==> src/rtl/hyperbus_cfg_req_buffer.sv <==
// ---------------------------------------------------------------------------
// hyperbus_cfg_req_buffer
//
// One-deep register-bus request buffer placed in front of the HyperBus
// configuration register file. The config block may hold ready low while a
// HyperBus transfer is in flight. This buffer captures one upstream request
// and presents it unchanged downstream until it is accepted. It then returns
// the registered response upstream for exactly one cycle.
//
// FSM: IDLE -> HOLD -> RESP -> IDLE.
//
// Optional feature, enabled by defining the macro HYPERBUS_CFG_BUF_TIMEOUT_EN:
//   A HOLD-cycle counter turns an access that stalls for TimeoutCycles cycles
//   into an error response and pulses timeout_o. With the macro undefined,
//   HOLD waits for ready indefinitely and timeout_o is tied low.
// ---------------------------------------------------------------------------

package hyperbus_cfg_req_buffer_pkg;

    // Default register-bus request, 32-bit address and data.
    typedef struct packed {
        logic [31:0] addr;
        logic        write;
        logic [31:0] wdata;
        logic [3:0]  wstrb;
        logic        valid;
    } reg_req_t;

    // Default register-bus response, 32-bit data.
    typedef struct packed {
        logic [31:0] rdata;
        logic        error;
        logic        ready;
    } reg_rsp_t;

endpackage

module hyperbus_cfg_req_buffer #(
    parameter int unsigned RegAddrWidth  = 32,
    parameter int unsigned RegDataWidth  = 32,
    parameter type         reg_req_t     = hyperbus_cfg_req_buffer_pkg::reg_req_t,
    parameter type         reg_rsp_t     = hyperbus_cfg_req_buffer_pkg::reg_rsp_t,
    parameter int unsigned TimeoutCycles = 1024
) (
    input  logic     clk_i,
    input  logic     rst_i,
    input  reg_req_t reg_req_i,
    output reg_rsp_t reg_rsp_o,
    output reg_req_t reg_req_o,
    input  reg_rsp_t reg_rsp_i,
    output logic     busy_o,
    output logic     timeout_o
);

    localparam int unsigned StrbWidth = RegDataWidth / 8;

    // Reject parameter sets the buffer is not built for.
    if ((RegDataWidth < 16) || ((RegDataWidth & (RegDataWidth - 1)) != 0)) begin : g_bad_data_width
        $error("hyperbus_cfg_req_buffer: RegDataWidth must be a power of two >= 16");
    end
    if (TimeoutCycles < 2) begin : g_bad_timeout
        $error("hyperbus_cfg_req_buffer: TimeoutCycles must be >= 2");
    end

    typedef enum logic [1:0] {
        IDLE = 2'd0,
        HOLD = 2'd1,
        RESP = 2'd2
    } state_e;

    state_e                  state_q, state_d;

    // Holding registers for the captured request.
    logic [RegAddrWidth-1:0] addr_q,  addr_d;
    logic                    write_q, write_d;
    logic [RegDataWidth-1:0] wdata_q, wdata_d;
    logic [StrbWidth-1:0]    wstrb_q, wstrb_d;

    // Response registers, only visible upstream while in RESP.
    logic [RegDataWidth-1:0] rdata_q, rdata_d;
    logic                    error_q, error_d;

`ifdef HYPERBUS_CFG_BUF_TIMEOUT_EN
    localparam int unsigned           CntWidth    = $clog2(TimeoutCycles + 1);
    localparam logic [CntWidth-1:0]   TimeoutLast = CntWidth'(TimeoutCycles - 1);

    logic [CntWidth-1:0] cnt_q, cnt_d;
    logic                timeout_q, timeout_d;
`endif

    // Next-state logic: capture in IDLE, wait for ready (or timeout) in HOLD,
    // return to IDLE after the single RESP cycle.
    always_comb begin
        state_d = state_q;
        addr_d  = addr_q;
        write_d = write_q;
        wdata_d = wdata_q;
        wstrb_d = wstrb_q;
        rdata_d = rdata_q;
        error_d = error_q;
`ifdef HYPERBUS_CFG_BUF_TIMEOUT_EN
        cnt_d     = cnt_q;
        timeout_d = 1'b0;
`endif

        case (state_q)
            IDLE: begin
                if (reg_req_i.valid) begin
                    addr_d  = reg_req_i.addr;
                    write_d = reg_req_i.write;
                    wdata_d = reg_req_i.wdata;
                    wstrb_d = reg_req_i.wstrb;
                    state_d = HOLD;
                end else begin
                    state_d = IDLE;
                end
            end

            HOLD: begin
                // A real response always beats a coincident timeout.
                if (reg_rsp_i.ready) begin
                    rdata_d = reg_rsp_i.rdata;
                    error_d = reg_rsp_i.error;
                    state_d = RESP;
                end
`ifdef HYPERBUS_CFG_BUF_TIMEOUT_EN
                else if (cnt_q == TimeoutLast) begin
                    rdata_d   = {RegDataWidth{1'b0}};
                    error_d   = 1'b1;
                    timeout_d = 1'b1;
                    state_d   = RESP;
                end else begin
                    cnt_d   = cnt_q + {{(CntWidth-1){1'b0}}, 1'b1};
                    state_d = HOLD;
                end
`else
                else begin
                    state_d = HOLD;
                end
`endif
            end

            RESP: begin
                state_d = IDLE;
`ifdef HYPERBUS_CFG_BUF_TIMEOUT_EN
                cnt_d   = {CntWidth{1'b0}};
`endif
            end

            default: begin
                state_d = IDLE;
            end
        endcase
    end

    // State, holding and response registers.
    always_ff @(posedge clk_i or posedge rst_i) begin
        if (rst_i) begin
            state_q <= IDLE;
            addr_q  <= {RegAddrWidth{1'b0}};
            write_q <= 1'b0;
            wdata_q <= {RegDataWidth{1'b0}};
            wstrb_q <= {StrbWidth{1'b0}};
            rdata_q <= {RegDataWidth{1'b0}};
            error_q <= 1'b0;
        end else begin
            state_q <= state_d;
            addr_q  <= addr_d;
            write_q <= write_d;
            wdata_q <= wdata_d;
            wstrb_q <= wstrb_d;
            rdata_q <= rdata_d;
            error_q <= error_d;
        end
    end

`ifdef HYPERBUS_CFG_BUF_TIMEOUT_EN
    // HOLD-cycle counter and the registered timeout pulse.
    always_ff @(posedge clk_i or posedge rst_i) begin
        if (rst_i) begin
            cnt_q     <= {CntWidth{1'b0}};
            timeout_q <= 1'b0;
        end else begin
            cnt_q     <= cnt_d;
            timeout_q <= timeout_d;
        end
    end

    assign timeout_o = timeout_q;
`else
    assign timeout_o = 1'b0;
`endif

    // Downstream request: the captured fields, valid only while holding.
    always_comb begin
        reg_req_o       = '0;
        reg_req_o.addr  = addr_q;
        reg_req_o.write = write_q;
        reg_req_o.wdata = wdata_q;
        reg_req_o.wstrb = wstrb_q;
        reg_req_o.valid = (state_q == HOLD);
    end

    // Upstream response: data and error are masked to zero outside RESP.
    always_comb begin
        reg_rsp_o = '0;
        if (state_q == RESP) begin
            reg_rsp_o.ready = 1'b1;
            reg_rsp_o.rdata = rdata_q;
            reg_rsp_o.error = error_q;
        end else begin
            reg_rsp_o.ready = 1'b0;
        end
    end

    assign busy_o = (state_q == HOLD) || (state_q == RESP);

endmodule
==> config.mk <==
export PLATFORM = sky130hd
export DESIGN_NAME = hyperbus_cfg_req_buffer
export DESIGN_NICKNAME = d
export VERILOG_FILES = /design/src/rtl/hyperbus_cfg_req_buffer.sv
export SDC_FILE = /design/constraint.sdc
export NUM_CORES = 1
export LEC_CHECK = 0
export CORE_UTILIZATION = 30
export CTS_BUF_LIST = sky130_fd_sc_hd__clkbuf_16
export CTS_CLUSTER_SIZE = 20
export DETAILED_ROUTE_END_ITERATION = 16
export PLACE_DENSITY = 0.7
export SKIP_CTS_REPAIR_TIMING = 1
export SYNTH_ARGS = -nofsm -noshare
export SYNTH_HDL_FRONTEND = slang
export SYNTH_SLANG_ARGS = --single-unit
==> constraint.sdc <==
create_clock -name clk_i -period 4.9 [get_ports clk_i]
set_clock_uncertainty 0.05 [all_clocks]
set_input_delay 1.225 -clock clk_i [delete_from_list [all_inputs] [get_ports clk_i]]
set_output_delay 1.225 -clock clk_i [all_outputs]
set_load 0.005 [all_outputs]
==> impl_metrics.py <==
metrics = {
    "run_status": {
        "status": "completed",
    },
    "critical_path": {
        "cp.arrival_ps": 2340,
        "endpoint_kind": "primary output",
        "cp-start-kind": "register",
        "critical_path_required_ps": 3620,
        "cp_max_fo": 34,
        "critPathKind": "register to primary output",
    },
    "global_routing": {
        "track_usage_pct": 14.3,
        "gr-usage-met2_pct": 24.2,
        "busiest_layer": "met2",
        "grt.met3_usage_pct": 4.01,
        "grt_pass1_vias": 3078,
        "grt_use_met1_pct": 16.8,
        "grt_max_degree": 105,
        "overflow": 0,
        "antenna_found_initial": 0,
        "grt_pass1_wl_mm": 16.0,
    },
    "timing": {
        "slew_violations": 0,
        "rsz0062_at_grt": "no",
        "finalWorstSetupSlack_ps": 1290,
        "worst_pin_slew_ps": 903,
        "fin_setup_tns_ps": 0,
        "fin_crit_ps": 3610,
        "relSlewSlack_pct": 39.8,
        "max_freq_ghz": 0.277,
        "final-setup-viol-count": 0,
        "period_share_pct": 73.7,
        "finalHoldViolCount": 0,
    },
    "layout": {
        "antenna_cells": 0,
        "regArea_mm2": 0.00260,
        "fill_cells": 1190,
        "layout_common_cells": "clkdlybuf4s50_1, dfrtp_1, mux2_2",
        "final_common_cell": "clkdlybuf4s50_1",
        "final_util_pct": 49.8,
        "drive_gt1_share_pct": 25.2,
        "syn2layout_area_growth_pct": 59.1,
        "multi_input_area_mm2": 0.00144,
        "nets": 587,
    },
    "clock_tree": {
        "clock_latency_ps": 340,
        "cts_root_buffer": "clkbuf_16",
        "clk_pin_slew_ps": 70,
        "cts_tree": "built",
        "htree_levels": 3,
        "cts_buffers": 9,
        "cts_buffer_depth": 2,
        "cts_sinks": 104,
    },
    "detailed_routing": {
        "via_per_inst": 4.42,
        "vias": 2905,
        "wl_mm": 9.93,
        "drc": 0,
        "drt_iter0_drc": 106,
        "wl_per_cell_um": 15.1,
        "drt_pass1_iterations": 4,
        "ant_nets": 0,
    },
    "placed_design": {
        "place_worst_setup_slack_ps": 1610,
        "place_congestion": 0.731,
        "port_buffers": 210,
        "dp_hpwl_mm": 7.27,
    },
    "floorplanning": {
        "initial_utilization_pct": 31.3,
        "core-area_mm2": 0.0135,
        "dieArea_mm2": 0.0145,
        "num_io_pins": 212,
        "row_count": 42,
        "die_w_um": 120,
        "fp.dieH_um": 120,
    },
    "synthesis": {
        "synth_area_mm2": 0.00421,
        "yosysSeqAreaShare_pct": 61.8,
        "synth_cell_type_count": 14,
        "synthesis.nets": 378,
        "synthCells": 268,
        "yosysWarnings": 0,
        "ys_seq_elements": 104,
        "syn_avg_cell_area_um2": 15.7,
    },
    "power": {
        "p_leak_nw": 2.77,
        "power.density_mw_per_mm2": 562,
        "irDropWorstVdd_uv": 228,
    },
    "run": {
        "drv_cap": 0,
    },
    "min_path": {
        "min_path_type": "register to register",
    },
}
## where the power goes
group	internal (mW)	switching, mW
Combinational	1.09	0.477
Clock	0.392	0.298
Sequential	1.30	0.213
## registers in the layout (all words and copies together), names as in the netlist
| name | count |
|---|---|
| addr_q | 32 |
| rdata_q | 32 |
| wstrb_q | 4 |
| state_q | 2 |
| error_q | 1 |
| write_q | 1 |
| wdata_q | 32 |
## metal layers
layer	wire length [µm]	up-vias	share of wire [%]
li1	-	1322	-
met1	3990	1440	40
met2	4940	128	50
met3	778	15	7.8
met4	218	0	2.2
met5	0	-	0
## worst paths after layout
check | slack (ps) | start | end | depth (start not counted)
setup / recovery | 1290 | state_q[0] | reg_rsp_o[21] | 4
hold / removal | 450 | rdata_q[16] | rdata_q[16] | 1
setup reg to reg | 2640 | state_q[0] | addr_q[7] | 5
hold reg to reg | 450 | rdata_q[16] | rdata_q[16] | 1
max in group asynchronous | 3060 | rst_i | wdata_q[4] | 3
min in group asynchronous | 1330 | rst_i | write_q | 3
## cell usage after synthesis
cell type / count / area share, %
mux2_2: 102 / 27
inv_1: 4 / 0.36
nand2_2: 2 / 0.30
clkbuf_1: 3 / 0.27
buf_6: 3 / 0.80
nor2_1: 1 / 0.089
nand2b_1: 1 / 0.15
ha_1: 4 / 1.2
dfrtp_1: 104 / 62
and2_1: 33 / 4.9
buf_4: 2 / 0.36
conb_1: 1 / 0.089
o21ai_0: 1 / 0.12
clkbuf_8: 7 / 2.3
## worst max-delay path: stages, from the launching register on
cell             delay (ps)
dfrtp_1                 400
inv_1                    90
ha_1                    750
and2_1                  230
clkdlybuf4s50_1         520
## area by class of cell
cell class              instances  share of cell area [%]
clock inverters                 6                   0.897
clock buffers                   9                    3.36
multi-input cells             145                    21.4
repair buffers                213                    31.9
inverters                       4                   0.261
flip-flops and latches        104                    38.8
well taps                     176                    3.29
## through the flow
| stage | std cells | hold slack, ps | area, µm² | power [mW] |
|---|---|---|---|---|
| 2_1_floorplan | 268 | 421 | 4210 | 2.21 |
| 3_3_place_gp | 642 | 430 | 6410 | 3.06 |
| 3_5_place_dp | 642 | 438 | 6410 | 3.12 |
| 4_1_cts | 657 | 455 | 6700 | 3.83 |
| 5_1_grt | 657 | 468 | 6700 | 4.02 |
| 6_report | 657 | 449 | 6700 | 3.76 |
## kinds of logic after synthesis
logic type      Yosys count  synth area share (%)
buf+inv                  19                  4.07
fa+ha+maj                 4                  1.19
other cells               1                0.0891
mux                     102                  27.3
compound gates            1                 0.119
flops                   104                  61.8
simple gates             37                  5.44
(Power assumes the default switching activity.)
